<file path="src/rtl/proc_pipe_pkg.sv">
// Shared types for the processor pipeline stage buffers.
package proc_pipe_pkg;

  localparam int DEFAULT_DATA_W = 32;

  typedef enum logic [1:0] {
    EMPTY = 2'd0,
    BUSY  = 2'd1,
    FULL  = 2'd2
  } skid_state_t;

endpackage

</file>
<file path="src/rtl/pipe_skid_buf_ctrl.sv">
// Occupancy state machine for the two-entry skid buffer; produces the
// handshake outputs and the payload register load enables.
module pipe_skid_ctrl
  import proc_pipe_pkg::*;
(
  input  logic clk,
  input  logic reset,
  input  logic flush,
  input  logic in_valid,
  input  logic out_ready,
  output logic in_ready,
  output logic out_valid,
  output logic ld_main,
  output logic ld_skid,
  output logic sel_skid
);

  skid_state_t state_q, state_d;
  logic        push, pop;

  // Both handshake outputs decode straight from the state flop.
  assign in_ready  = (state_q != FULL);
  assign out_valid = (state_q != EMPTY);
  assign push      = in_valid & in_ready;
  assign pop       = out_valid & out_ready;

  always_comb begin
    state_d  = state_q;
    ld_main  = 1'b0;
    ld_skid  = 1'b0;
    sel_skid = 1'b0;
    if (flush) begin
      state_d = EMPTY;
    end else begin
      unique case (state_q)
        EMPTY: begin
          if (push) begin
            state_d = BUSY;
            ld_main = 1'b1;
          end
        end
        BUSY: begin
          if (push && !pop) begin
            state_d = FULL;
            ld_skid = 1'b1;
          end else if (push && pop) begin
            ld_main = 1'b1;
          end else if (pop) begin
            state_d = EMPTY;
          end
        end
        FULL: begin
          if (pop) begin
            state_d  = BUSY;
            ld_main  = 1'b1;
            sel_skid = 1'b1;
          end
        end
        default: state_d = EMPTY;
      endcase
    end
  end

  always_ff @(posedge clk) begin
    if (reset) state_q <= EMPTY;
    else       state_q <= state_d;
  end

endmodule

</file>
<file path="src/rtl/pipe_skid_buf.sv">
// Two-entry valid/ready skid buffer between pipeline stages. Optional
// back-pressure counter enabled by defining PIPE_SKID_STALL_CNT_EN.
module pipe_skid_buf
  import proc_pipe_pkg::*;
#(
  parameter int                 DATA_W    = DEFAULT_DATA_W,
  parameter logic [DATA_W-1:0]  RESET_VAL = '0,
  parameter int                 CNT_W     = 16
) (
  input  logic              clk,
  input  logic              reset,
  input  logic              flush,
  input  logic              in_valid,
  input  logic [DATA_W-1:0] in_data,
  output logic              in_ready,
  output logic              out_valid,
  output logic [DATA_W-1:0] out_data,
  input  logic              out_ready
`ifdef PIPE_SKID_STALL_CNT_EN
  ,
  output logic [CNT_W-1:0]  stall_cnt
`endif
);

  logic              ld_main, ld_skid, sel_skid;
  logic [DATA_W-1:0] main_q, main_d;
  logic [DATA_W-1:0] skid_q;

  pipe_skid_ctrl u_ctrl (
    .clk       (clk),
    .reset     (reset),
    .flush     (flush),
    .in_valid  (in_valid),
    .out_ready (out_ready),
    .in_ready  (in_ready),
    .out_valid (out_valid),
    .ld_main   (ld_main),
    .ld_skid   (ld_skid),
    .sel_skid  (sel_skid)
  );

  // Draining FULL promotes the skid entry, which keeps FIFO order.
  assign main_d   = sel_skid ? skid_q : in_data;
  assign out_data = main_q;

  always_ff @(posedge clk) begin
    if (reset) begin
      main_q <= RESET_VAL;
      skid_q <= RESET_VAL;
    end else begin
      if (ld_main) main_q <= main_d;
      if (ld_skid) skid_q <= in_data;
    end
  end

`ifdef PIPE_SKID_STALL_CNT_EN
  logic [CNT_W-1:0] stall_cnt_q;

  // Saturating; only reset clears it so flushes do not hide stall history.
  always_ff @(posedge clk) begin
    if (reset)
      stall_cnt_q <= '0;
    else if (out_valid && !out_ready && (stall_cnt_q != '1))
      stall_cnt_q <= stall_cnt_q + 1'b1;
  end

  assign stall_cnt = stall_cnt_q;
`else
  localparam int unused_cnt_w = CNT_W;
`endif

endmodule

</file>
<file path="config.mk">
export PLATFORM = sky130hd
export DESIGN_NAME = pipe_skid_buf
export DESIGN_NICKNAME = d
export VERILOG_FILES = /design/src/rtl/proc_pipe_pkg.sv /design/src/rtl/pipe_skid_buf_ctrl.sv /design/src/rtl/pipe_skid_buf.sv
export SDC_FILE = /design/constraint.sdc
export NUM_CORES = 1
export LEC_CHECK = 0
export CORE_MARGIN = 5
export CORE_UTILIZATION = 48
export CTS_CLUSTER_SIZE = 8
export DETAILED_ROUTE_END_ITERATION = 8
export HOLD_SLACK_MARGIN = 0.03
export PLACE_DENSITY = 0.9
export RECOVER_POWER = 50
export SETUP_SLACK_MARGIN = 0.4
export SYNTH_ARGS = -nofsm -noshare
export SYNTH_HDL_FRONTEND = slang
export SYNTH_HIERARCHICAL = 1
export SYNTH_SLANG_ARGS = --single-unit
</file>
<file path="constraint.sdc">
create_clock -name clk -period 1.9 [get_ports clk]
set_input_delay 0.38 -clock clk [delete_from_list [all_inputs] [get_ports clk]]
set_output_delay 0.38 -clock clk [all_outputs]
set_load 0.02 [all_outputs]
</file>
## Yosys cells after proc, flatten, opt, wreduce, memory -nomap -nowiden

Index checks and enable logic that the tools add are counted.

| word-level totals | value |
|---|---|
| register bits after elaboration | 66 |
| bits of input ports | 37 |

| operators by class | value |
|---|---|
| equal/unequal tests | 7 |
| mux-type cells | 18 |
| bitwise gates (word level) | 2 |
| reductions and logical operators | 7 |

Operator list:

| cell | number |
|---|---|
| 32-bit 2-to-1 mux | 1 |
| 1-bit 2-to-1 mux | 10 |
| 2-bit 2-to-1 mux | 5 |
| 2-bit one-hot mux with 3 select lines | 1 |
| 2-bit by 1-bit inequality test with 1-bit output, second input constant | 2 |
| 4-bit AND reduction | 1 |
| 3-bit by 1-bit inequality test with 1-bit output, second input constant | 1 |
| 3-bit by 2-bit inequality test with 1-bit output, second input constant | 1 |
| 1-bit one-hot mux with 3 select lines | 1 |
| 1-bit AND | 2 |
| 2-bit by 1-bit equality test with 1-bit output, second input constant | 1 |
| 2-bit equality test, second input constant | 1 |
| 1-bit logical AND | 2 |
| 2-bit logical NOT | 1 |
| 2-bit inequality test, second input constant | 1 |
| 2-bit nonzero test | 1 |
| 2-bit OR reduction | 1 |
| 1-bit logical NOT | 1 |

## Depth between registers and ports, before layout

Gate-level depths: netlist of the first run.

| depth | value |
|---|---|
| depth in word-level cells | 7 |
| depth in mapped cells | 7 |
| mapped depth without buffers | 5 |

## Hierarchy

The synthesis of the first run kept the hierarchy.

By module, submodules not included:

| module | instances | cells each | area each (um2) | seq. area each (um2) |
|---|---|---|---|---|
| pipe_skid_buf | 1 | 246 | 2,560.0 | 1,281.2 |
| pipe_skid_ctrl | 1 | 15 | 130.1 | 40.0 |

## Worst setup path after synthesis of the first run

No wires, ideal clock.

| timing path | value |
|---|---|
| path kind | register to register |
| from | register u_ctrl.state_q[1] |
| to | register main_q[0] (netlist: out_data[0]) |
| setup time | 0.138 ns |
| data arrival time | 1.452 ns |
| required time | 1.762 ns |
| setup slack | 0.310 ns |
| stages on the path, launching flop included | 7 |
| clock period less this slack | 1.590 ns |
| cells stage by stage | dfxtp_1 > or2b_1 > nor3b_1 > buf_6 > buf_12 > mux2i_1 > a211oi_1 |

| between the ends | value |
|---|---|
| word-level cells in the longest chain between the ends | 7 |

Ends and longest elaborated chain:

| item | RTL line | source |
|---|---|---|
| start: declaration | pipe_skid_buf_ctrl.sv:18 | `skid_state_t state_q, state_d;` |
| start signal: assignment | pipe_skid_buf_ctrl.sv:66 | `else state_q <= state_d;` |
| 2-bit inequality test (*) | pipe_skid_buf_ctrl.sv:22 | `assign in_ready = (state_q != FULL);` |
| net in_ready | pipe_skid_buf.sv:15 | `output logic in_ready,` |
| 1-bit AND (*) | pipe_skid_buf_ctrl.sv:24 | `assign push = in_valid & in_ready;` |
| 1-bit logical AND | pipe_skid_buf_ctrl.sv:46 | `end else if (push && pop) begin` |
| 1-bit 2-to-1 mux | pipe_skid_buf_ctrl.sv:46 |  |
| 1-bit 2-to-1 mux | pipe_skid_buf_ctrl.sv:43 | `if (push && !pop) begin` |
| 1-bit one-hot mux with 3 select lines (*) | pipe_skid_buf_ctrl.sv:35 | `unique case (state_q)` |
| 1-bit 2-to-1 mux (*) | pipe_skid_buf_ctrl.sv:32 | `if (flush) begin` |
| end signal: assignment | pipe_skid_buf.sv:51 | `if (ld_main) main_q <= main_d;` |
| end: declaration | pipe_skid_buf.sv:26 | `logic [DATA_W-1:0] main_q, main_d;` |

Mark *: on every way through the listed nets, which the timed path passes. The rest lies on a longest branch.
A chain may end at the register's enable or synchronous reset.

## Worst setup path after layout of the first run

| timing path | value |
|---|---|
| from | register u_ctrl.state_q[1] |
| to | register main_q[11] (netlist: out_data[11]) |

RTL lines:

| item | RTL line | source |
|---|---|---|
| 2-bit nonzero test | pipe_skid_buf_ctrl.sv:23 | `assign out_valid = (state_q != EMPTY);` |
| 1-bit AND | pipe_skid_buf_ctrl.sv:25 | `assign pop = out_valid & out_ready;` |
| 1-bit 2-to-1 mux | pipe_skid_buf_ctrl.sv:53 | `if (pop) begin` |
| 1-bit 2-to-1 mux (*) | pipe_skid_buf_ctrl.sv:35 |  |
| 1-bit 2-to-1 mux (*) | pipe_skid_buf_ctrl.sv:32 |  |
| net sel_skid | pipe_skid_buf.sv:25 | `logic ld_main, ld_skid, sel_skid;` |
| 32-bit 2-to-1 mux (*) | pipe_skid_buf.sv:43 | `assign main_d = sel_skid ? skid_q : in_data;` |

Marked as above.

==> results.md, run 1 <==
- Peak VDD IR: 0.5805 mV
- Synthesis-to-finish area growth: 57.44%
- Most frequent cells in the layout: nor2_1 (64), dfxtp_1 (64), mux2i_1 (51), dlygate4sd2_1 (35), clkdlybuf4s50_1 (32)
- Main combinational cell family by area after synthesis: multiplexers
- Vias/cell: 5.426
- TritonRoute pass-1 iters: 4
- Wirelength, routed: 7855 um
- Post-synthesis xor/xnor area fraction: 0%
- Syn_nets: 298
- Fin util: 77.39%
- CTS tree: yes
- Root buffer cell: clkbuf_8
- Synth Area in Simple Gates: 11.16%
- Die area: 0.007201 sq mm
- Largest net degree at the start of global routing: 35
- Synthesized cell area: 0.002690 sq mm
- Register area share after synthesis: 49.12%
- Initial antenna violation count: 0
- Core area: 0.005473 sq mm
- Crit end category: flip-flop
- CTS clk-pin slew, worst paths: 0.08 ns
- Critical path class: flip-flop to flip-flop
- Clock skew: 0.01065 ns
- Initial core utilization: 49.15%
- IO buf count: 70
- CTS Buf Count: 9
- Status: completed
- Measured slew at the worst slew-check pin: 0.6705 ns
- Remaining DRCs: 0
- Die Y-Extent: 84.86 um
- Total power: 3.132 mW
- Global Route Usage Sum: 21.19%
- Hold Path Stages: 2
- Vias in the first global route: 2518
- Clock sink count: 66
- Iteration-0 DRC Markers: 114
- Reg2reg path depth: 7
- RSZ-0062 raised after global routing: true
- Startpoint types: flip-flop
- Final Hold Vio Count: 0
- Post-synthesis mux area share: 23.81%
- Cell Rows: 27
- Fillers: 360
- Hold WC Path Type: flip-flop to flip-flop
- DR WL/cell: 18.18 um
- Global-route wire length before repair: 11950 um
- Routed vias: 2344
- Worst skew pair latency: 0.34 ns
- Average cell area after synthesis: 10.31 sq um
- Synth Instances: 261
- Pwr dens: 739.5 mW/mm^2
- Synth Register Bits: 66
- Max-slew violations: 0
- Layout cells sized above 1: 23.89%
- ANT cells: 0
- Max-slew headroom: 55.30%
- Aggregate global routing overflow: 0
- Antenna Nets Post-Route: 0
- Worst Path Required: 2.13 ns
- Gpl congestion: 0.7163
- CTS Hold Buffers Added: 0
- Die width: 84.86 um
- H-tree lvl count: 3
- Num ports: 71
- Post-synthesis compound-gate area fraction: 10.05%
- Dpl cells: 393
- Yosys warns: 6
- Fin crit period: 1.711 ns
- Setup TNS: 0 ns
- Fmax: 584.5 MHz
- P_leak: 1.608 nW
- Adder-cell share of the synthesized area: 0%
- Hpwl dp: 3986 um
- Clock tree buffer depth: 2
- Cell variety after synth: 22
- Post-layout nets: 392
- Cell Count, Final, Fillers Out: 432
- Crit-path max FO: 8
- Setup violators final: 0
- Final worst path period share: 90.05%
- Arr. time, crit path: 1.94 ns
- MaxCap Viol Count: 0
-- worst paths after layout --
path                                   startpoint            to  slack (ns)
worst max register to register  u_ctrl/state_q[1]  out_data[11]        0.19
worst max-delay path            u_ctrl/state_q[1]  out_data[11]        0.19
worst min register to register        out_data[8]   out_data[8]        0.48
worst min-delay path                  out_data[8]   out_data[8]        0.48
-- synthesized netlist by cell type --
library cell | instances | area share (%)
a311oi_1 | 1 | 0.33
o21bai_1 | 1 | 0.28
or2_2 | 1 | 0.23
buf_12 | 3 | 2.2
buf_6 | 1 | 0.42
dfxtp_1 | 66 | 49
clkbuf_1 | 6 | 0.84
a2111oi_0 | 1 | 0.33
or4b_1 | 1 | 0.37
buf_1 | 3 | 0.42
and2_2 | 1 | 0.28
nor3_1 | 1 | 0.19
nor2_1 | 64 | 8.9
buf_4 | 3 | 0.84
and2b_2 | 1 | 0.33
mux2i_1 | 64 | 24
a211oi_1 | 32 | 8.9
nand2_1 | 2 | 0.28
buf_2 | 6 | 1.1
or2b_1 | 1 | 0.28
nor3b_1 | 1 | 0.28
a21oi_1 | 1 | 0.19
-- kinds of logic (layout without fill, tap and decap cells) --
family	after synthesis	count (layout)
AOI/OAI and AO/OA	36	36
buffers and inverters	22	121
DFF	66	66
muxes	64	64
and+or+nand+nor	73	73
-- area by class of cell --
type | count | area, sq um | share of cell area, %
Multi-Input combinational cell | 173 | 1418 | 33.47
Timing Repair Buffer | 105 | 1222 | 28.86
Clock inverter | 4 | 26.28 | 0.6204
Clock buffer | 12 | 155.1 | 3.663
Tap cell | 72 | 90.09 | 2.127
Sequential cell | 66 | 1324 | 31.26
-- state kept, by name (all words and copies together) (netlist names) --
| register | flops |
|---|---|
| out_data | 32 |
| u_ctrl/state_q | 2 |
| skid_q | 32 |
-- critical path, cell delays in order (launching register included) --
cell and delay (ns):
dfxtp_2 0.34, or2b_4 0.29, nor3b_4 0.19, buf_6 0.16
buf_12 0.12, buf_16 0.14, mux2i_4 0.26, a211oi_2 0.11
-- timing repair --
| action | 4_1_cts | 5_1_grt |
|---|---|---|
| buffers inserted | 12 | 1 |
| endpoints found under the hold margin | 0 | 0 |
| cloned | 8 | 2 |
| resized for setup | 75 | 33 |
| pin swaps | 13 | 12 |
| endpoints found under the setup margin | 98 | 66 |
-- per-layer routing --
| metal | share of wire (%) | track usage [%] | routed length, um | vias up |
|---|---|---|---|---|
| met4 | 3.7 | 11.37 | 287 | 0 |
| met5 | 0 | 0 | 0 | - |
| met1 | 40 | 22.97 | 3164 | 1124 |
| met3 | 5.3 | 6.602 | 417 | 27 |
| li1 | - | - | - | 1113 |
| met2 | 51 | 36.80 | 3986 | 80 |
-- where the power goes --
| group | internal [mW] | total (mW) | leakage [nW] | switching (mW) |
|---|---|---|---|---|
| Clock | 0.543 | 1.08 | 0.0924 | 0.542 |
| Combinational | 0.282 | 0.565 | 0.976 | 0.282 |
| Sequential | 1.45 | 1.48 | 0.540 | 0.0361 |
| Total | 2.27 | 3.13 | 1.61 | 0.860 |
-- through the flow --
step,hold slack (ns),area (sq um),setup slack (ns)
2_1_floorplan,0.4521,2699,0.4148
3_3_place_gp,0.4710,3515,-0.05528
3_5_place_dp,0.4763,3515,-0.1599
4_1_cts,0.4757,4049,0.2523
5_1_grt,0.5114,4235,0.09874
6_report,0.4770,4235,0.1891
Note: power is estimated with default switching activity, not from simulation.
==> run 2, diff against run 1 <==
Settings changed: CORE_UTILIZATION 48 to 50, DONT_BUFFER_PORTS set to 1, PLACE_DENSITY 0.9 to 0.76.
==> run 2 against run 1 <==
Combinational power is 69% lower. Clock skew is 0.0037 ns lower. Power is 12% lower. Global-route usage is 4.8 points lower. Via count is 21% lower. Worst hold slack worse by 0.37 ns. First-iteration DRC count is 39% lower. Critical endpoint is now out_data[13].
==> results.md, run 2 (synthesized netlist as in run 1, its figures left out) <==
- Status: completed
- Synthesis-to-finish area growth: 16.28%
- Most frequent cells in the layout: dfxtp_1 (65), nor2_1 (64), mux2i_1 (57), a211oi_1 (29), clkbuf_8 (10)
- Clock power share: 37.2%
- Post-layout nets: 303
- Cell Count, Final, Fillers Out: 341
- Crit end category: flip-flop
- Crit-path slowest cell: or2b_1
- Switching Fraction: 26.27%
- CTS Buf Count: 9
- Comb pwr share: 6.4%
- Iteration-0 DRC Markers: 70
- Max-slew violations: 0
- CTS clk-pin slew, worst paths: 0.07 ns
- Max-slew headroom: 72.23%
- Pwr dens: 882.4 mW/mm^2
- Worst setup margin: 0.1848 ns
- CTS tree: yes
- Crit path cell chain: or2b_1, nor3b_4, buf_6, buf_12, mux2i_2, a211oi_1
- H-tree lvl count: 3
- P_leak: 1.034 nW
- Sequential share of power: 56.4%
- Pre-CTS WS: 0.2233 ns
- Root buffer cell: clkbuf_8
- Startpoint types: flip-flop
- Gpl congestion: 0.7164
- Global Route Usage Sum: 16.41%
- Bufs and invs on worst path: 2
- Initial core utilization: 52.01%
- Wirelength, routed: 5872 um
- DR WL/cell: 17.22 um
- Total power: 2.760 mW
- Die Y-Extent: 83.35 um
- Peak VDD IR: 0.4998 mV
- Initial antenna violation count: 0
- Hpwl dp: 3332 um
- MaxCap Viol Count: 0
- Remaining DRCs: 0
- Hold WC Path Type: primary input to flip-flop
- Commonest non-fill, non-tap cell in the layout: dfxtp_1
- Layout cells sized above 1: 17.34%
- Clock sink count: 66
- Worst hold slack: 0.1067 ns
- Net Sw Power: 725.0 uW
- ANT cells: 0
- Worst skew pair latency: 0.34 ns
- Largest net degree at the start of global routing: 67
- Core area: 0.005172 sq mm
- Cell Rows: 26
- CTS Hold Buffers Added: 0
- TritonRoute pass-1 iters: 4
- Fmax: 583.0 MHz
- Global-route wire length before repair: 8970 um
- Arr. time, crit path: 1.93 ns
- IO buf count: 0
- Clock skew: 0.006989 ns
- Int Power: 2.035 mW
- RSZ-0062 raised after global routing: true
- Num ports: 71
- CP max stage delay: 0.36 ns
- Clock tree buffer depth: 2
- Measured slew at the worst slew-check pin: 0.4061 ns
- Routed vias: 1860
- Worst Path Required: 2.12 ns
- Final Hold Vio Count: 0
- Setup TNS: 0 ns
- Critical path class: flip-flop to flip-flop
- Setup violators final: 0
- Fin crit period: 1.715 ns
- CP delay by family, top: simple AND/OR/NAND/NOR gates
- Vias in the first global route: 1712
- Final worst path period share: 90.27%
- Aggregate global routing overflow: 0
- Antenna Nets Post-Route: 0
- Die area: 0.006947 sq mm
- Fillers: 434
- Crit-path max FO: 8
- Die width: 83.35 um
- Vias/cell: 5.455
- Dpl cells: 314
## run 2: cell types whose count changed in the layout (fill, tap and decap cells not counted), moves of 2 or more
cell,before,now
dlygate4sd2_1,35,0
clkdlybuf4s50_1,32,0
a211oi_1,20,29
a211oi_2,12,3
buf_6,11,4
mux2i_1,51,57
buf_12,8,3
mux2i_4,5,0
buf_16,7,3
buf_4,5,1
clkbuf_1,4,2
clkbuf_2,0,2
## run 2: final timing paths
check                    startpoint           end  slack (ns)  cells past startpoint
setup reg to reg  u_ctrl/state_q[0]  out_data[13]        0.18                      6
hold / removal                reset   out_data[1]        0.11                      1
hold reg to reg          skid_q[12]    skid_q[12]        0.49                      2
setup / recovery  u_ctrl/state_q[0]  out_data[13]        0.18                      6
## run 2: per-stage QoR
stage                     cell area (sq um)  util [%]
after floorplan                        2699         -
after global placement                 2714     52.47
after detailed placement               2714     52.47
after CTS                              2999     57.98
after global routing                   3128     60.47
final                                  3128     60.47
## run 2: cell type report
class                   instances  area [sq um]  share of cell area (%)
well taps                      70         87.58                   2.800
clock inverters                 5         30.03                  0.9600
multi-input cells             173          1287                   41.16
flip-flops and latches         66          1323                   42.28
clock buffers                  11         141.4                   4.520
repair buffers                 16         259.0                   8.280
## run 2: power groups by stage
stage          Combinational, mW  Clock [mW]  Sequential [mW]
2_1_floorplan              0.153           0             1.57
4_1_cts                    0.165        1.05             1.56
3_3_place_gp               0.156           0             1.59
3_5_place_dp               0.162           0             1.59
5_1_grt                    0.199        1.14             1.57
6_report                   0.177        1.03             1.56
## run 2: timing repair
action	4_1_cts	5_1_grt
setup buffers	2	3
gates cloned	3	3
pin swaps	33	9
setup endpoints to repair	47	64
hold endpoints to repair	0	0
resized for setup	8	21
## run 2: worst register-to-register path: stages (launching register included)
cell and delay, ns:
dfxtp_1 0.35, or2b_1 0.36, nor3b_4 0.28, buf_6 0.17, buf_12 0.14, mux2i_2 0.21, a211oi_1 0.09
## run 2: layer usage
layer	part of all wire, %	routed length (um)	GRT usage [%]
met2	46	2694	24.49
met5	0	0	0
met3	9.0	526	9.406
met1	44	2576	19.65
met4	1.3	74	5.795
